==> config.mk <==
export PLATFORM = sky130hd
export DESIGN_NAME = bpsk_frame_controller
export DESIGN_NICKNAME = d
export VERILOG_FILES = /design/src/rtl/bpsk_frame_controller.sv
export SDC_FILE = /design/constraint.sdc
export NUM_CORES = 1
export LEC_CHECK = 0
export CAP_MARGIN = 10
export CORE_ASPECT_RATIO = 0.6
export CORE_MARGIN = 10
export CORE_UTILIZATION = 45
export DETAILED_ROUTE_END_ITERATION = 7
export PLACE_DENSITY_LB_ADDON = 0.25
export REMOVE_ABC_BUFFERS = 1
export SLEW_MARGIN = 20
export SYNTH_ARGS = -nofsm -noshare
export SYNTH_HDL_FRONTEND = slang
export SYNTH_SLANG_ARGS = --single-unit
==> constraint.sdc <==
create_clock -name clk_i -period 1.8 [get_ports clk_i]
set_input_delay 0.18 -clock clk_i [delete_from_list [all_inputs] [get_ports clk_i]]
set_output_delay 0.18 -clock clk_i [all_outputs]
set_load 0.02 [all_outputs]
==> src/rtl/bpsk_frame_controller.sv <==
// BPSK receive framer: starts the demodulator, hunts for a sync word, reads a length byte and
// hands payload bytes out through a one-entry valid/ready buffer. Optional: BPSK_POLARITY_RESOLVE_EN.
module bpsk_frame_controller #(
  parameter int unsigned              SYNC_WIDTH  = 16,
  parameter logic [SYNC_WIDTH-1:0]    SYNC_WORD   = 16'h2DD4,
  parameter int unsigned              MAX_PAYLOAD = 32,
  parameter int unsigned              GAP_LIMIT   = 256
) (
  input  logic       clk_i,
  input  logic       reset_i,
  input  logic       enable_i,
  input  logic       bit_valid_i,
  input  logic       bit_value_i,
  output logic       demod_start_o,
  output logic [7:0] byte_data_o,
  output logic       byte_valid_o,
  input  logic       byte_ready_i,
  output logic       frame_start_o,
  output logic       frame_end_o,
  output logic       frame_error_o,
  output logic       busy_o
);

  localparam int unsigned GapW = $clog2(GAP_LIMIT) + 1;
  localparam logic [GapW-1:0] GapMax = GapW'(GAP_LIMIT);
  localparam logic [GapW-1:0] GapOne = GapW'(1);
  localparam logic [7:0] MaxLen = 8'(MAX_PAYLOAD);

  typedef enum logic [1:0] {StIdle, StHunt, StLength, StPayload} state_e;

  state_e                state_q, state_d;
  // Only SYNC_WIDTH-1 history bits are kept; the incoming bit completes the compare window.
  logic [SYNC_WIDTH-2:0] shift_q, shift_d;
  logic [6:0]            byte_sr_q, byte_sr_d;
  logic [2:0]            bit_cnt_q, bit_cnt_d;
  logic [GapW-1:0]       gap_q, gap_d;
  logic [7:0]            remaining_q, remaining_d;
  logic [7:0]            byte_data_q, byte_data_d;
  logic                  byte_valid_q, byte_valid_d;
  logic                  demod_start_q, demod_start_d;
  logic                  frame_start_q, frame_start_d;
  logic                  frame_end_q, frame_end_d;
  logic                  frame_error_q, frame_error_d;
  logic                  busy_q, busy_d;

  logic                  bit_in;
  logic [SYNC_WIDTH-1:0] window;
  logic [7:0]            byte_next;
  logic                  buf_free;

`ifdef BPSK_POLARITY_RESOLVE_EN
  logic inv_q, inv_d;
  assign bit_in = bit_value_i ^ inv_q;
`else
  assign bit_in = bit_value_i;
`endif

  assign window    = {shift_q, bit_value_i};
  assign byte_next = {byte_sr_q, bit_in};
  // Accepting in the same cycle frees the slot for a byte completing now.
  assign buf_free  = !byte_valid_q || byte_ready_i;

  always_comb begin
    state_d       = state_q;
    shift_d       = shift_q;
    byte_sr_d     = byte_sr_q;
    bit_cnt_d     = bit_cnt_q;
    gap_d         = gap_q;
    remaining_d   = remaining_q;
    byte_data_d   = byte_data_q;
    byte_valid_d  = byte_valid_q && !byte_ready_i;
    demod_start_d = 1'b0;
    frame_start_d = 1'b0;
    frame_end_d   = 1'b0;
    frame_error_d = 1'b0;
`ifdef BPSK_POLARITY_RESOLVE_EN
    inv_d         = inv_q;
`endif

    if (state_q == StIdle) begin
      gap_d = '0;
      if (enable_i) begin
        state_d       = StHunt;
        demod_start_d = 1'b1;
        shift_d       = '0;
      end
    end else if (!enable_i) begin
      state_d   = StIdle;
      shift_d   = '0;
      gap_d     = '0;
      bit_cnt_d = '0;
`ifdef BPSK_POLARITY_RESOLVE_EN
      inv_d     = 1'b0;
`endif
    end else begin
      unique case (state_q)
        StHunt: begin
          gap_d = '0;
          if (bit_valid_i) begin
            shift_d = window[SYNC_WIDTH-2:0];
            if (window == SYNC_WORD) begin
              state_d       = StLength;
              frame_start_d = 1'b1;
              bit_cnt_d     = '0;
            end
`ifdef BPSK_POLARITY_RESOLVE_EN
            else if (window == ~SYNC_WORD) begin
              state_d       = StLength;
              frame_start_d = 1'b1;
              bit_cnt_d     = '0;
              inv_d         = 1'b1;
            end
`endif
          end
        end

        StLength, StPayload: begin
          if (bit_valid_i) begin
            gap_d     = '0;
            byte_sr_d = byte_next[6:0];
            bit_cnt_d = bit_cnt_q + 3'd1;
            if (bit_cnt_q == 3'd7) begin
              if (state_q == StLength) begin
                if (byte_next == 8'd0 || byte_next > MaxLen) begin
                  state_d       = StHunt;
                  frame_error_d = 1'b1;
                end else begin
                  state_d     = StPayload;
                  remaining_d = byte_next;
                end
              end else if (buf_free) begin
                byte_data_d  = byte_next;
                byte_valid_d = 1'b1;
                remaining_d  = remaining_q - 8'd1;
                if (remaining_q == 8'd1) begin
                  state_d     = StHunt;
                  frame_end_d = 1'b1;
                end
              end else begin
                // Overflow: drop the new byte, keep the pending one.
                state_d       = StHunt;
                frame_error_d = 1'b1;
              end
            end
          end else begin
            gap_d = gap_q + GapOne;
            if (gap_d == GapMax) begin
              state_d       = StHunt;
              frame_error_d = 1'b1;
            end
          end
          if (state_d == StHunt) begin
            shift_d   = '0;
            gap_d     = '0;
            bit_cnt_d = '0;
`ifdef BPSK_POLARITY_RESOLVE_EN
            inv_d     = 1'b0;
`endif
          end
        end

        default: state_d = StIdle;
      endcase
    end

    busy_d = (state_d == StLength) || (state_d == StPayload);
  end

  always_ff @(posedge clk_i) begin
    if (reset_i) begin
      state_q       <= StIdle;
      shift_q       <= '0;
      byte_sr_q     <= '0;
      bit_cnt_q     <= '0;
      gap_q         <= '0;
      remaining_q   <= '0;
      byte_data_q   <= '0;
      byte_valid_q  <= 1'b0;
      demod_start_q <= 1'b0;
      frame_start_q <= 1'b0;
      frame_end_q   <= 1'b0;
      frame_error_q <= 1'b0;
      busy_q        <= 1'b0;
`ifdef BPSK_POLARITY_RESOLVE_EN
      inv_q         <= 1'b0;
`endif
    end else begin
      state_q       <= state_d;
      shift_q       <= shift_d;
      byte_sr_q     <= byte_sr_d;
      bit_cnt_q     <= bit_cnt_d;
      gap_q         <= gap_d;
      remaining_q   <= remaining_d;
      byte_data_q   <= byte_data_d;
      byte_valid_q  <= byte_valid_d;
      demod_start_q <= demod_start_d;
      frame_start_q <= frame_start_d;
      frame_end_q   <= frame_end_d;
      frame_error_q <= frame_error_d;
      busy_q        <= busy_d;
`ifdef BPSK_POLARITY_RESOLVE_EN
      inv_q         <= inv_d;
`endif
    end
  end

  assign demod_start_o = demod_start_q;
  assign byte_data_o   = byte_data_q;
  assign byte_valid_o  = byte_valid_q;
  assign frame_start_o = frame_start_q;
  assign frame_end_o   = frame_end_q;
  assign frame_error_o = frame_error_q;
  assign busy_o        = busy_q;

endmodule
==> impl_metrics.toml, run 1 <==
[timing]
relSlewSlack_pct = 61.7
period_minus_slack_ns = 1.81
skew_ns = 0.0123
worst_slack_ns = -0.0103
final.period_utilization_pct = 101
hold_violations = 0
setup_viol = 1
slew_viol_final = 0
rsz0062_at_grt = "yes"
tightest_slew_ns = 0.575
fmax_ghz = 0.552

[place]
place_ws_ns = -0.361
gp_congestion = 0.847
place_inst = 446
io_buffers = 19
place.detailed.hpwl_mm = 5.01

[worst_setup_path]
path_buf_inv = 1
path_max_fanout = 5
slowest_stage = "a311o_2"
cp-start-kind = "register"
endpoint_kind = "register"
r2r_slack_ns = -0.01
worstPathCellList = "or2_4 > nand3b_1 > a311o_2 > buf_6 > a32oi_1 > nand2_1"
cp.arrival_ns = 2.04
critPathRequiredTime_ns = 2.03
cp_top_family = "compound AO/OA/AOI/OAI gates"
critPathKind = "reg2reg"
slowest_delay_ns = 0.48

[synthesis]
synth_top_area_share_pct = 41.4
yosysSeqAreaShare_pct = 41.4
ys.flop_type = "dfxtp_1"
ys_ff_latch = 58
synth_area_leaders = "dfxtp_1, mux2i_1, o21ai_0"
synth_edf_count = 0
yosysWarningCount = 0
synth_cell_types = 54
synthArstFlopShare_pct = 0
synth_area_mm2 = 0.00281
yosysTopAreaCell = "dfxtp_1"
avgSynthCellArea_um2 = 8.82
netlist_instances = 318

[drt]
first_iter_violations = 217
vias = 2659
remaining_drc_errors = 0
viasPerCell = 5.66
wire_per_inst_um = 16.2
detail-route-antenna-nets = 0
wl_mm = 7.61
drt-pass1-iter-count = 5

[clock_tree]
htreeDepth = 3
worst_skew_pair.late_latency_ns = 0.35
cts_hold_buffers = 0
tritoncts = "done"
cts_buffer_depth = 2
clk_pin_slew_ns = 0.06
clock_sinks = 58
cts_buffers = 9
clockRootBuffer = "clkbuf_8"

[global_routing]
antenna_found_initial = 0
grt_usage_pct = 15.3
grt_max_degree = 26
grt.overflow.total = 0
grt_pass1_vias = 2419
grt_pass1_wl_mm = 11.9

[outcome]
status = "finished with violations"
violations = "negative setup slack"

[layout]
layout_commonest_cell = "dfxtp_1"
drive_above_1_share_pct = 29.0
final_core_util_pct = 63.9
layoutNonFillerInstCount = 470
area_growth_syn_to_layout_pct = 38.6
final_cell_mix = "dfxtp_1, buf_4, nor2_1, nand3_1, nand2_1"
n_antenna_cell = 0
nets = 392

[die]
core_mm2 = 0.00608
die_x_um = 122
rows = 22
start_util_pct = 46.1
die_area_mm2 = 0.00990
dieHeight_um = 81.2
ios = 20

[worst_hold_path]
min-delay-path-class = "reg2reg"

[power_and_ir_drop]
peakVddDrop_mv = 0.438
totalPowerFinal_mw = 2.75
p_leak_nw = 1.39
powerDensity_mw_per_mm2 = 709

[job]
drv_cap = 0
==> worst reg2reg max path: cells and delay by family, from the launching register on <==
kind / cells / cell delay [ns]
compound gates: 2 / 0.69
buf+inv: 1 / 0.15
flops: 1 / 0.32
simple gates: 3 / 0.54
==> Yosys cell counts (all sizes together), types with 3 or more instances <==
| cell type | instances |
|---|---|
| nor2b | 6 |
| xnor2 | 3 |
| mux2i | 14 |
| a211oi | 4 |
| inv | 7 |
| dfxtp | 58 |
| nor3 | 8 |
| xor2 | 3 |
| ha | 5 |
| a221oi | 3 |
| o211ai | 6 |
| a22oi | 16 |
| nor2 | 35 |
| nand2b | 3 |
| o21ai | 26 |
| nand3 | 23 |
| nand4 | 3 |
| buf | 10 |
| clkbuf | 10 |
| nor4b | 3 |
| a21oi | 13 |
| nand2 | 22 |
| nor4 | 7 |
| a32oi | 3 |
==> area by class of cell <==
class	instances	area (µm²)
Timing Repair Buffer	72	659
Clock buffer	12	155
Clock inverter	4	73.8
Tap cell	84	105
Inverter	7	26.3
Sequential cell	58	1170
Multi-Input combinational cell	233	1690
Fill cell	517	2200
==> per-stage QoR <==
step	hold WS, ns	setup TNS [ns]	instance area, µm²
3_3_place_gp	0.470	-6.86	3360
5_1_grt	0.474	-0.579	3890
2_1_floorplan	0.249	-12.54	2690
3_5_place_dp	0.481	-8.75	3360
4_1_cts	0.490	-0.0400	3700
6_report	0.464	-0.0103	3890
==> per-layer routing <==
metal | share of wire, % | track usage, % | up-vias
met3 | 5.3 | 5.12 | 12
li1 | - | - | 1295
met2 | 43 | 20.5 | 65
met4 | 1.4 | 7.46 | 0
met1 | 50 | 21.2 | 1287
met5 | 0 | 0 | -
==> sequential cells by signal, indices dropped and copies added (netlist names) <==
name           cells
frame_end_o        1
byte_valid_o       1
remaining_q        8
byte_sr_q          7
shift_q           15
gap_q              9
busy_o             1
frame_error_o      1
bit_cnt_q          3
frame_start_o      1
byte_data_o        8
state_q            2
demod_start_o      1
==> power by group <==
part | switching (mW) | internal, mW | total [mW]
clock network | 0.521 | 0.855 | 1.38
logic | 0.0517 | 0.0395 | 0.0912
registers | 0.00209 | 1.29 | 1.29
==> worst paths after layout <==
| path | start | endpoint | depth (start not counted) |
|---|---|---|---|
| setup reg to reg | byte_sr_q[0] | bit_cnt_q[1] | 6 |
| setup / recovery | byte_sr_q[0] | bit_cnt_q[1] | 6 |
| hold reg to reg | gap_q[0] | gap_q[0] | 1 |
| hold / removal | gap_q[0] | gap_q[0] | 1 |
==> cell families (layout without fill, tap and decap cells) <==
group                      count (synthesis)  count (layout)  share of synthesized area [%]
DFF                                       58              58                           41.4
and+or+nand+nor                          126             126                           24.8
adders and majority gates                  5               5                           2.23
AOI/OAI and AO/OA                         82              82                           19.6
buffers and inverters                     27              95                           5.08
xor gates and xnor gates                   6               6                           1.87
muxes                                     14              14                           5.00
==> timing repair <==
| action | CTS | global route |
|---|---|---|
| setup buffers | 4 | 2 |
| pin swaps | 6 | 15 |
| setup endpoints to repair | 30 | 42 |
| gates resized for setup | 15 | 41 |
| cloned | 0 | 2 |
Power figures use the tool's default switching activity.
==> run 2: changes to the inputs <==
CAP_MARGIN = 15   (was 10)
clock period = 1.6 ns   (was 1.8 ns; I/O delays follow)
==> impl_metrics.toml, run 2 (synthesis gave the netlist of run 1 again) <==
[timing]
relSlewSlack_pct = 57.9
rsz0062_at_grt = "yes"
slew_viol_final = 0
tightest_slew_ns = 0.631
finalSetupTns_ns = -6.72
setup_viol = 47
worst_slack_ns = -0.212
fmax_ghz = 0.552
period_minus_slack_ns = 1.81
hold_violations = 0
final.period_utilization_pct = 113
skew_ns = 0.0101
fin_hold_ws_ns = 0.485

[die]
start_util_pct = 46.1
dieHeight_um = 81.2
die_x_um = 122
core_mm2 = 0.00608
rows = 22
ios = 20
die_area_mm2 = 0.00990

[power_and_ir_drop]
powerDensity_mw_per_mm2 = 724
peakVddDrop_mv = 0.488
p_leak_nw = 1.62
totalPowerFinal_mw = 3.10

[global_routing]
antenna_found_initial = 0
grt_usage_pct = 16.5
grt.overflow.total = 0
grt_max_degree = 26
grt_pass1_wl_mm = 13.1
grt_pass1_vias = 2622

[place]
place_ws_ns = -0.541
place_inst = 466
gp_congestion = 0.849
dpl_cell_area_mm2 = 0.00353
io_buffers = 19
place.detailed.hpwl_mm = 5.29

[clock_tree]
cts_hold_buffers = 0
clock_sinks = 58
cts_buffer_depth = 2
tritoncts = "done"
clk_pin_slew_ns = 0.07
worst_skew_pair.late_latency_ns = 0.35
htreeDepth = 3
cts_buffers = 9
clockRootBuffer = "clkbuf_8"

[worst_setup_path]
crit_start = "gap_q[1]"
cp-start-kind = "register"
endpoint_kind = "register"
critPathRequiredTime_ns = 1.83
cp.arrival_ns = 2.04
r2r_slack_ns = -0.21
critPathKind = "reg2reg"
regToRegStartpoint = "gap_q[1]"
path_max_fanout = 6

[worst_hold_path]
min-delay-path-class = "reg2reg"
worstHoldStart = "shift_q[14]"

[layout]
layout_commonest_cell = "buf_4"
layoutNonFillerInstCount = 493
fin_area_mm2 = 0.00428
final_cell_mix = "buf_4, dfxtp_1, nor2_1"
area_growth_syn_to_layout_pct = 52.5
top_regs = "shift_q: 15 flops, gap_q: 9 flops"
n_antenna_cell = 0
largest_register_ffs = 15
drive_above_1_share_pct = 41.8
final_core_util_pct = 70.3
nets = 415
top_register = "shift_q"

[outcome]
violations = "negative setup slack"
status = "finished with violations"

[drt]
detail-route-antenna-nets = 0
wl_mm = 8.77
first_iter_violations = 175
drt-pass1-iter-count = 5
remaining_drc_errors = 0
vias = 2812
viasPerCell = 5.70
wire_per_inst_um = 17.8

[job]
drv_cap = 0
## run 2: changes by cell type in the layout (fill, tap and decap cells not counted), moves of 4 or more
cell     before  now
buf_4        43   60
o21ai_2       1   18
o21ai_0      18    4
buf_6         5    9
nand3_1      22   18
nand3_2       0    4
## run 2: where the power goes
| part | internal (mW) | total (mW) | leakage [nW] | switching, mW |
|---|---|---|---|---|
| Combinational | 0.0437 | 0.105 | 1.04 | 0.0616 |
| Clock | 0.920 | 1.55 | 0.109 | 0.625 |
| Sequential | 1.44 | 1.44 | 0.474 | 0.00204 |
## run 2: area by class of cell
type                            count  area, µm²
Fill cell                         436       1810
Clock buffer                       10        138
Clock inverter                      6       88.8
Sequential cell                    58       1180
Timing Repair Buffer               95        880
Inverter                            7       26.3
Multi-Input combinational cell    233       1860
Tap cell                           84        105
## run 2: path summary, 6_finish.rpt
kind | depth (start not counted) | end
max | 9 | state_q[1]
min | 2 | shift_q[14]
max reg2reg | 9 | state_q[1]
min reg2reg | 2 | shift_q[14]
## run 2: routing by layer
| metal | part of all wire (%) | GRT usage [%] | up-vias |
|---|---|---|---|
| met5 | 0 | 0 | - |
| met2 | 46 | 23.6 | 103 |
| met3 | 7.6 | 5.68 | 14 |
| li1 | - | - | 1351 |
| met1 | 45 | 22.3 | 1344 |
| met4 | 1.6 | 6.64 | 0 |
## run 2: critical path, cell delays in order, from the launching register on
cell and delay, ns:
dfxtp_4 0.38, ha_4 0.17, buf_4 0.11, buf_4 0.11, nand2_1 0.05, nor2_1 0.09, o211ai_1 0.18, nor2_4 0.31
clkbuf_16 0.22, o22ai_1 0.07
## run 2: what timing repair did
item | CTS | global route
gates resized for setup | 64 | 53
cloned | 0 | 4
endpoints found under the setup margin | 47 | 48
pin swaps | 24 | 31
setup buffers | 5 | 4
